### src/rtl/autosym_pkg.sv
// Shared constants, FSM state type and the GF(2) row dot product for the
// autosymmetry projection stage.
package autosym_pkg;

  localparam int AUTOSYM_N_IN  = 24;
  localparam int AUTOSYM_N_OUT = 16;
  // Widest row the dot-product helper handles; callers zero-extend into it.
  localparam int AUTOSYM_MAX_W = 64;

  typedef enum logic [1:0] {
    UNCONF = 2'd0,
    RUN    = 2'd1,
    DRAIN  = 2'd2
  } autosym_state_e;

  function automatic logic gf2_row_dot(
    input logic [AUTOSYM_MAX_W-1:0] row,
    input logic [AUTOSYM_MAX_W-1:0] x
  );
    return ^(row & x);
  endfunction

endpackage

### src/rtl/autosym_xor_reduce.sv
// Combinational GF(2) matrix-vector product z = A*x, one parity per matrix row.
module autosym_xor_reduce
  import autosym_pkg::*;
#(
  parameter int N_IN  = AUTOSYM_N_IN,
  parameter int N_OUT = AUTOSYM_N_OUT
) (
  input  logic [N_OUT-1:0][N_IN-1:0] matrix_i,
  input  logic [N_IN-1:0]            x_i,
  output logic [N_OUT-1:0]           z_o
);

  // Per-row parity of the masked input vector
  always_comb begin
    logic [AUTOSYM_MAX_W-1:0] row_ext;
    logic [AUTOSYM_MAX_W-1:0] x_ext;
    z_o              = '0;
    row_ext          = '0;
    x_ext            = '0;
    x_ext[N_IN-1:0]  = x_i;
    for (int i = 0; i < N_OUT; i++) begin
      row_ext           = '0;
      row_ext[N_IN-1:0] = matrix_i[i];
      z_o[i]            = gf2_row_dot(row_ext, x_ext);
    end
  end

endmodule

### src/rtl/autosym_proj_stage.sv
// Two-stage streaming GF(2) projection with a run-time loadable matrix.
// Optional AUTOSYM_STATS_EN adds stat_cnt_o, a count of vectors delivered downstream.
module autosym_proj_stage
  import autosym_pkg::*;
#(
  parameter int  N_IN  = AUTOSYM_N_IN,
  parameter int  N_OUT = AUTOSYM_N_OUT,
  localparam int ROW_W = (N_OUT > 1) ? $clog2(N_OUT) : 1
) (
  input  logic              clk,
  input  logic              rst,
  input  logic              cfg_we_i,
  input  logic [ROW_W-1:0]  cfg_row_i,
  input  logic [N_IN-1:0]   cfg_data_i,
  input  logic              cfg_clear_i,
  output logic              cfg_ready_o,
  output logic              cfg_err_o,
  input  logic              in_valid_i,
  output logic              in_ready_o,
  input  logic [N_IN-1:0]   in_data_i,
  output logic              out_valid_o,
  input  logic              out_ready_i,
  output logic [N_OUT-1:0]  out_data_o,
  output logic              busy_o
`ifdef AUTOSYM_STATS_EN
  ,
  output logic [31:0]       stat_cnt_o
`endif
);

  localparam logic [ROW_W:0] N_OUT_W = (ROW_W+1)'(N_OUT);

  autosym_state_e             state_q, state_d;
  logic [N_OUT-1:0][N_IN-1:0] matrix_q, matrix_d;
  logic [N_OUT-1:0]           mask_q, mask_d;
  logic                       cfg_err_q, cfg_err_d;
  logic                       a_valid_q, a_valid_d;
  logic [N_IN-1:0]            a_data_q, a_data_d;
  logic                       b_valid_q, b_valid_d;
  logic [N_OUT-1:0]           b_data_q, b_data_d;

  logic [N_OUT-1:0]           z_s;
  logic                       cfg_ready_s;
  logic                       in_gate_s;
  logic                       unconf_entry_s;
  logic                       row_ok_s;
  logic                       wr_fire_s;
  logic                       a_adv_s;
  logic                       in_ready_s;
  logic                       in_fire_s;
  logic                       busy_s;
  logic                       out_fire_s;
  logic                       mask_full_s;

  assign busy_s      = a_valid_q | b_valid_q;
  assign mask_full_s = (mask_q == {N_OUT{1'b1}});
  assign out_fire_s  = b_valid_q & out_ready_i;

  // FSM state register
  always_ff @(posedge clk or posedge rst) begin
    if (rst) begin
      state_q <= UNCONF;
    end else begin
      state_q <= state_d;
    end
  end

  // FSM next-state logic
  always_comb begin
    state_d        = state_q;
    unconf_entry_s = 1'b0;
    case (state_q)
      UNCONF: begin
        if (!cfg_clear_i && mask_full_s) begin
          state_d = RUN;
        end else begin
          state_d = UNCONF;
        end
      end
      RUN: begin
        if (cfg_clear_i) begin
          state_d = DRAIN;
        end else begin
          state_d = RUN;
        end
      end
      DRAIN: begin
        if (!busy_s) begin
          state_d        = UNCONF;
          unconf_entry_s = 1'b1;
        end else begin
          state_d = DRAIN;
        end
      end
      default: begin
        state_d = UNCONF;
      end
    endcase
  end

  // FSM output decode
  always_comb begin
    cfg_ready_s = 1'b0;
    in_gate_s   = 1'b0;
    case (state_q)
      UNCONF:  cfg_ready_s = 1'b1;
      RUN:     in_gate_s   = 1'b1;
      DRAIN:   in_gate_s   = 1'b0;
      default: begin
        cfg_ready_s = 1'b0;
        in_gate_s   = 1'b0;
      end
    endcase
  end

  // Matrix and written-row mask update; a same-cycle clear overrides any write
  always_comb begin
    row_ok_s  = ({1'b0, cfg_row_i} < N_OUT_W);
    wr_fire_s = cfg_we_i & ~cfg_clear_i & cfg_ready_s & row_ok_s;
    cfg_err_d = cfg_we_i & ~cfg_clear_i & ~(cfg_ready_s & row_ok_s);
    matrix_d  = matrix_q;
    mask_d    = mask_q;
    if ((cfg_clear_i && (state_q == UNCONF)) || unconf_entry_s) begin
      mask_d = '0;
    end else if (wr_fire_s) begin
      for (int i = 0; i < N_OUT; i++) begin
        if (cfg_row_i == ROW_W'(i)) begin
          matrix_d[i] = cfg_data_i;
          mask_d[i]   = 1'b1;
        end else begin
          matrix_d[i] = matrix_q[i];
        end
      end
    end else begin
      mask_d = mask_q;
    end
  end

  autosym_xor_reduce #(
    .N_IN  (N_IN),
    .N_OUT (N_OUT)
  ) u_xor_reduce (
    .matrix_i (matrix_q),
    .x_i      (a_data_q),
    .z_o      (z_s)
  );

  // Two-stage pipeline with a combinational ready chain back from the output
  always_comb begin
    a_adv_s    = ~b_valid_q | out_ready_i;
    in_ready_s = in_gate_s & (~a_valid_q | a_adv_s);
    in_fire_s  = in_valid_i & in_ready_s;
    a_valid_d  = a_valid_q;
    a_data_d   = a_data_q;
    b_valid_d  = b_valid_q;
    b_data_d   = b_data_q;
    if (in_fire_s) begin
      a_valid_d = 1'b1;
      a_data_d  = in_data_i;
    end else if (a_adv_s) begin
      a_valid_d = 1'b0;
    end else begin
      a_valid_d = a_valid_q;
    end
    if (a_adv_s) begin
      b_valid_d = a_valid_q;
      if (a_valid_q) begin
        b_data_d = z_s;
      end else begin
        b_data_d = b_data_q;
      end
    end else begin
      b_valid_d = b_valid_q;
    end
  end

  // Datapath and configuration registers
  always_ff @(posedge clk or posedge rst) begin
    if (rst) begin
      matrix_q  <= '0;
      mask_q    <= '0;
      cfg_err_q <= 1'b0;
      a_valid_q <= 1'b0;
      a_data_q  <= '0;
      b_valid_q <= 1'b0;
      b_data_q  <= '0;
    end else begin
      matrix_q  <= matrix_d;
      mask_q    <= mask_d;
      cfg_err_q <= cfg_err_d;
      a_valid_q <= a_valid_d;
      a_data_q  <= a_data_d;
      b_valid_q <= b_valid_d;
      b_data_q  <= b_data_d;
    end
  end

  assign cfg_ready_o = cfg_ready_s;
  assign cfg_err_o   = cfg_err_q;
  assign in_ready_o  = in_ready_s;
  assign out_valid_o = b_valid_q;
  assign out_data_o  = b_data_q;
  assign busy_o      = busy_s;

`ifdef AUTOSYM_STATS_EN
  logic [31:0] stat_q, stat_d;

  // Delivered-vector counter, restarted whenever the stage becomes unconfigured
  always_comb begin
    if (unconf_entry_s) begin
      stat_d = 32'd0;
    end else if (out_fire_s) begin
      stat_d = stat_q + 32'd1;
    end else begin
      stat_d = stat_q;
    end
  end

  // Counter register
  always_ff @(posedge clk or posedge rst) begin
    if (rst) begin
      stat_q <= 32'd0;
    end else begin
      stat_q <= stat_d;
    end
  end

  assign stat_cnt_o = stat_q;
`else
  logic unused_fire_s;
  assign unused_fire_s = out_fire_s;
`endif

endmodule

### config.mk
export PLATFORM = sky130hd
export DESIGN_NAME = autosym_proj_stage
export DESIGN_NICKNAME = d
export VERILOG_FILES = /design/src/rtl/autosym_pkg.sv /design/src/rtl/autosym_xor_reduce.sv /design/src/rtl/autosym_proj_stage.sv
export SDC_FILE = /design/constraint.sdc
export NUM_CORES = 1
export LEC_CHECK = 0
export CAP_MARGIN = 10
export CORE_UTILIZATION = 40
export DETAILED_ROUTE_END_ITERATION = 8
export PLACE_DENSITY = 0.56
export SLEW_MARGIN = 5
export SYNTH_ARGS = -nofsm -noshare
export SYNTH_HDL_FRONTEND = slang
export SYNTH_SLANG_ARGS = --single-unit
### constraint.sdc
create_clock -name clk -period 35.2 [get_ports clk]
set_input_delay 8.8 -clock clk [delete_from_list [all_inputs] [get_ports clk]]
set_output_delay 8.8 -clock clk [all_outputs]
set_load 0.01 [all_outputs]
==> results.txt, run 1 <==
Result of the run: finished, final reports clean
Class of the tightest hold or removal check: reg2reg
Critical path's most frequent cell: clkdlybuf4s50_1
Global-route total usage across every layer: 20.7%
Final Cycle Share: 53.7%
Fraction of layout cells with a size suffix above 1: 29.5%
Number of sinks on the clock net: 445
Max_cap viols: 0
Initial core utilization: 40.5%
Post-DR vias/cell: 4.98
Worst path buffer plus inverter count: 2
I/O pin total: 79
Launch point of the critical path: out_ready_i
First-pass GRT wire length: 86.2 mm
Static Leak: 10.7 nW
GRT Residual Overflow: 0
Terminus of the critical flop-to-flop path: out_data_o[13]
Reg-to-reg startpoint: a_data_q[0]
Core occupancy in the finished layout: 45.2%
Die Footprint: 0.0566 mm2
HPWL Detailed: 34.4 mm
Top fanout value on the critical path: 2
Xor/xnor share of the synthesized area: 15.4%
Largest voltage drop on the vdd net: 0.0000358 V
Worst slew margin relative to its limit: 22.2%
Via count of the first global-routing pass: 13,500
DRT antenna net count: 0
Kind of start point of the critical path: input port
CTS HTree Levels: 2
Net count after synthesis: 1,873
Routability congestion estimate from global placement: 0.747
Number of flip-flops and latches in the synthesized netlist: 445
Pwr Density: 50.6 mW/mm2
Leading area contributor after synthesis: dfrtp_1
Detailed-route DRC error count: 0
Root buffer cell: clkbuf_16
Part of the power in registers: 50.8%
Area of the core: 0.0550 mm2
Avg WL per Cell: 21.5 um
CTS-repair resized insts: 0
Transition at the pin with the smallest max-transition slack: 1.17 ns
Setup crit end: in_ready_o
Hold violation total from the final report: 0
Syn Area/Cell: 12.3 um2
Port buffer count: 78
Number of distinct library cell variants in the gate-level netlist after synthesis: 39
Worst-path cell chain: clkdlybuf4s50_1 > nand3b_1 > and3b_1 > clkdlybuf4s50_1
Critical path class: in2out
Post-route clock skew: 0.0262 ns
Required @ worst endpoint: 26.40 ns
Cell family with most CP delay: buffers and inverters
Pin count of the biggest net entering global routing: 129
Final Slew Violations: 0
Worst-Skew Late Latency: 0.59 ns
Pre-antenna DRT Iters: 4
Share of the synthesized area in the top cell type: 50.1%
Minimum period implied by the final worst setup slack: 18.91 ns
Total wirelength of the detailed-routed design: 56.6 mm
Number of cells on the critical path: 4
Multiplexer share of the synthesized area: 21.0%
Number of instances in the synthesized netlist: 1,815
Hold wc startpoint: mask_q[11]
Area share of and/or/nand/nor cells after synthesis: 8.99%
Worst hold slack across all endpoints: 0.477 ns
Clock-pin slew of the registers on the worst-case setup and hold paths: 0.05 ns
Net switching component of the power: 0.000294 W
Buffer levels on the longest clock path: 3
CTS hold repair buffers: 0
Setup repair after global routing missed its margin: false
Arrival @ worst endpoint: 10.11 ns
Final #Nets: 1,912
Clock share of power: 39.9%
Achievable clock frequency: 0.0529 GHz
Worst setup slack before clock tree synthesis: 16.29 ns
CTS Buf Count: 50
Antenna cell count: 0
Relative contribution of combinational cells to total power: 9.2%
Via Count: 13,100
Area grow syn2layout: 11.7%
Antenna violations before repair: 1
Internal power consumption: 0.000962 W
Starting DRT DRC Count: 651
Adder-cell area share of the yosys netlist: 0%
Yosys warnings: 0
CTS tree: built
Final setup violating endpoints: 0
Depth of the worst register-to-register path: 6
Area fraction in compound gates after synthesis: 0.591%
Crit path largest cell delay: 0.54 ns
Final-layout setup total negative slack: 0 ns
Sequential element share of the synthesized area: 50.1%
DIE WIDTH: 238 um
Slowest cell on the critical path: clkdlybuf4s50_1
R2r setup slk: 32.41 ns
Kind of capture point of the worst setup path: output pin
Number of core rows: 86
Switching share of power: 23.4%
Setup Buffers After CTS: 0
Smallest setup slack after layout: 16.29 ns
Dominant combinational cell family by area after synthesis: multiplexers
Post-synthesis instance area: 0.0222 mm2
Die height: 238 um
Top cells by area, synth: dfrtp_1 50%, mux2_2 19%, xnor2_1 9.5%
[metal layers]
layer | track usage, % | vias to the layer above | wire [um]
met3 | 3.26 | 93 | 1940
met1 | 27.5 | 6852 | 25400
met4 | 7.45 | 0 | 2050
met2 | 34.3 | 219 | 27200
li1 | - | 5978 | -
met5 | 0 | - | 0
[synth_stat cells]
| master | number |
|---|---|
| a211o_1 | 1 |
| a21o_1 | 4 |
| and2_1 | 1 |
| and3_1 | 1 |
| and3b_1 | 1 |
| buf_12 | 2 |
| buf_2 | 27 |
| buf_4 | 19 |
| buf_6 | 38 |
| buf_8 | 2 |
| clkbuf_1 | 28 |
| dfrtp_1 | 445 |
| inv_1 | 1 |
| mux2_1 | 17 |
| mux2_2 | 373 |
| mux2_4 | 18 |
| nand2_1 | 397 |
| nand2_2 | 37 |
| nand2_4 | 5 |
| nand2b_1 | 4 |
| nand3_2 | 2 |
| nand3_4 | 1 |
| nand3b_1 | 2 |
| nand4_1 | 4 |
| nor2_1 | 4 |
| nor2_2 | 2 |
| nor2b_1 | 4 |
| nor3_2 | 1 |
| nor3_4 | 1 |
| nor4_1 | 2 |
| o21a_1 | 1 |
| o21ai_0 | 1 |
| o21ai_1 | 16 |
| or2_2 | 1 |
| xnor2_1 | 242 |
| xnor2_2 | 14 |
| xnor3_1 | 16 |
| xor2_1 | 77 |
| xor2_2 | 3 |
[power groups by stage]
stage	logic, W	clock network, W	registers, W
final	0.000116	0.000502	0.000638
after global routing	0.000127	0.000538	0.000649
after CTS	0.000118	0.000516	0.000638
after detailed placement	0.000118	0	0.000647
after global placement	0.000113	0	0.000643
after floorplan	0.0000907	0	0.000637
[kinds of logic (layout without fill, tap and decap cells)]
kind of cell	count (synthesis)	count (layout)
AO/OA/AOI/OAI	23	23
multiplexers	408	408
XOR/XNOR	352	352
AND/OR/NAND/NOR	470	470
buffers and inverters	117	192
flip-flops	445	445
[per-stage QoR]
stage | std cells | power (W) | cell area, um2
final | 2638 | 0.00126 | 24800
after global routing | 2638 | 0.00131 | 24800
after CTS | 2638 | 0.00127 | 24800
after detailed placement | 2550 | 0.000765 | 23300
after global placement | 2550 | 0.000756 | 23300
after floorplan | 1815 | 0.000728 | 22200
[area by class of cell]
type	instances	area, um2
Clock buffer	81	1530
Clock inverter	7	38.8
Fill cell	5035	30100
Inverter	1	11.3
Multi-Input combinational cell	1253	10200
Sequential cell	445	11100
Tap cell	748	936
Timing Repair Buffer	103	968
[tightest hold or removal path, cell delays in order, from the launching register on]
cell	delay, ns
dfrtp_1	0.34
nand2_1	0.05
nand2_1	0.06
[registers in the layout, summed over array words and instances (netlist names)]
name / count
matrix_q: 384
a_data_q: 24
mask_q: 16
out_data_o: 16
state_q: 2
a_valid_q: 1
cfg_err_o: 1
out_valid_o: 1
[layout by cell type, fill, tap and decap left out, types with 4 or more instances in the layout]
master	instances
dfrtp_1	445
clkbuf_8	14
clkbuf_16	51
a21o_1	4
mux2_1	17
clkbuf_1	16
xnor2_1	242
buf_4	25
mux2_2	373
nor2_1	4
mux2_4	18
clkinv_2	6
xor2_1	77
o21ai_1	16
nand2b_1	4
nand4_1	4
nand2_2	37
clkdlybuf4s50_1	78
xnor2_2	14
xnor3_1	16
nand2_1	397
nand2_4	5
[worst min-delay path by stage]
stage                      end  cells after the start
CTS                 mask_q[15]                      2
global route        mask_q[15]                      2
detailed placement  mask_q[15]                      2
global placement    mask_q[13]                      2
finish              mask_q[11]                      2
floorplan            mask_q[7]                      2
(Power assumes the default switching activity.)
==> run 2: changes to the inputs <==
- PLACE_DENSITY: 0.56 -> 0.58
- clock period: 35.2 -> 16.74 ns (I/O delays scaled with it)
==> run 2 against run 1 <==
Compared with the run above: routed wire length is 0.55% lower; die area stayed put; register-to-register slack worse by 18 ns; final area is 0.13% higher; non-clock buffer count is 3 lower; critical path type unchanged; critical endpoint unchanged.
==> results.txt, run 2 (same netlist as run 1, synthesis figures left out) <==
Pwr Density: 108 mW/mm2 (+110%)
Slowest cell on the critical path: clkdlybuf4s50_1
Achievable clock frequency: 0.103 GHz
Fraction of layout cells with a size suffix above 1: 29.6% (+0.078 points)
Area of the core: 0.0550 mm2 (unchanged)
CTS tree: built
Class of the tightest hold or removal check: reg2reg
Hold wc startpoint: mask_q[11]
HPWL Detailed: 34.4 mm (-0.12%)
CTS HTree Levels: 2 (unchanged)
Routability congestion estimate from global placement: 0.775 (+3.8%)
Final Cycle Share: 57.8%
Detailed-route DRC error count: 0 (unchanged)
Global-route total usage across every layer: 20.5% (-0.21 points)
Via Count: 13,100 (-0.46%)
Starting DRT DRC Count: 642 (-1.4%)
Port buffer count: 78 (unchanged)
Critical path's most frequent cell: clkdlybuf4s50_1
CTS-repair resized insts: 0 (unchanged)
Leading cell type in the layout, fill and taps excluded: dfrtp_1
Die height: 238 um (unchanged)
Result of the run: finished, final reports clean
Worst slew margin relative to its limit: 19.4% (-2.8 points)
Worst path buffer plus inverter count: 2 (unchanged)
Largest voltage drop on the vdd net: 0.0000789 V (+120%)
Top fanout value on the critical path: 2 (unchanged)
Number of sinks on the clock net: 445 (unchanged)
Pin count of the biggest net entering global routing: 110 (-15%)
Arrival @ worst endpoint: 5.49 ns (-4.62 ns)
Terminus of the critical flop-to-flop path: out_data_o[13]
Clock-pin slew of the registers on the worst-case setup and hold paths: 0.06 ns (about the same)
Hold violation total from the final report: 0 (unchanged)
Final setup violating endpoints: 0 (unchanged)
Total wirelength of the detailed-routed design: 56.3 mm (-0.55%)
Setup repair after global routing missed its margin: false
Area grow syn2layout: 11.8%
Antenna cell count: 0 (unchanged)
Post-route clock skew: 0.0175 ns (-0.00873 ns)
Critical path class: in2out
Hold Path Stages: 2 (unchanged)
CTS hold repair buffers: 0 (unchanged)
Commonest cells after routing, fill and taps aside: 445 x dfrtp_1, 397 x nand2_1, 373 x mux2_2, 242 x xnor2_1, 78 x clkdlybuf4s50_1
Antenna violations before repair: 4 (+3)
Max reg flops: 384 (unchanged)
Setup Buffers After CTS: 0 (unchanged)
DIE WIDTH: 238 um (unchanged)
Reg-to-reg startpoint: a_data_q[0]
Worst-Skew Late Latency: 0.59 ns (about the same)
Worst-path cell chain: clkdlybuf4s50_1 > nand3b_1 > and3b_1 > clkdlybuf4s50_1
DRT antenna net count: 0 (unchanged)
Registers with the most flip-flops: matrix_q x384, a_data_q x24
Final Slew Violations: 0 (unchanged)
Required @ worst endpoint: 12.56 ns (-13.84 ns)
CTS Buf Count: 49 (-2.0%)
I/O pin total: 79 (unchanged)
Root buffer cell: clkbuf_16
Initial core utilization: 40.5% (unchanged)
Static Leak: 10.7 nW (+0.13%)
Minimum period implied by the final worst setup slack: 9.67 ns
Largest reg by FF count: matrix_q
R2r setup slk: 13.93 ns (-18.48 ns)
Final-layout setup total negative slack: 0 ns (unchanged)
Transition at the pin with the smallest max-transition slack: 1.20 ns (+0.0377 ns)
Kind of capture point of the worst setup path: output pin
Post-DR vias/cell: 4.97 (-0.28%)
Depth of the worst register-to-register path: 6 (unchanged)
Avg WL per Cell: 21.4 um (-0.36%)
Final #Nets: 1,908 (-0.21%)
Number of core rows: 86 (unchanged)
Die Footprint: 0.0566 mm2 (unchanged)
Via count of the first global-routing pass: 13,600 (+0.56%)
GRT Residual Overflow: 0 (unchanged)
Max_cap viols: 0 (unchanged)
Buffer levels on the longest clock path: 3 (unchanged)
First-pass GRT wire length: 85.7 mm (-0.62%)
Total design power: 0.00268 W (+110%)
Pre-antenna DRT Iters: 4 (unchanged)
Cell family with most CP delay: buffers and inverters
Kind of start point of the critical path: input port
End of the worst hold path: mask_q[11]
Crit path largest cell delay: 0.54 ns (about the same)
==> run 2: worst register-to-register path, delay by kind of cell (launching register included) <==
kind / cells / cell delay [ns]
AND/OR/NAND/NOR: 1 / 0.16
AO/OA/AOI/OAI: 1 / 0.12
XOR/XNOR: 4 / 1.39
flip-flops: 1 / 1.05
==> run 2: power by group <==
| part | internal, W | leakage (nW) | switching [W] |
|---|---|---|---|
| clock network | 0.000653 | 0.806 | 0.000438 |
| registers | 0.00126 | 5.77 | 0.0000880 |
| logic | 0.000149 | 4.15 | 0.0000959 |
==> run 2: per-stage QoR <==
stage	setup WS, ns	std cells	utilization, %	hold WS, ns	instance area, um2
after floorplan	0.155	1815	-	0.446	22200
after global placement	7.05	2547	42.3	0.459	23300
after CTS	7.06	2633	45.2	0.479	24900
after global routing	7.01	2633	45.2	0.505	24900
final	7.07	2633	45.2	0.477	24900
after detailed placement	7.07	2547	42.3	0.464	23300
==> run 2: worst max path at each step <==
| stage | from | to | cells past startpoint |
|---|---|---|---|
| floorplan | rst | a_data_q[0] | 1 |
| global placement | out_ready_i | in_ready_o | 4 |
| detailed placement | out_ready_i | in_ready_o | 4 |
| CTS | out_ready_i | in_ready_o | 4 |
| global route | out_ready_i | in_ready_o | 4 |
| finish | out_ready_i | in_ready_o | 4 |
==> run 2: routing by layer <==
layer | track usage (%) | part of all wire, %
met5 | 0 | 0
met4 | 6.31 | 2.7
met3 | 2.27 | 3.7
met2 | 35.3 | 49
met1 | 27.1 | 44
==> run 2: area by class of cell <==
type,instances,area [um2]
clock buffer,74,1480
clock inverter,12,139
fill,5095,30100
inverter,1,11.3
multi-input combinational,1253,10200
sequential,445,11100
tap,748,936
timing repair buffer,100,946
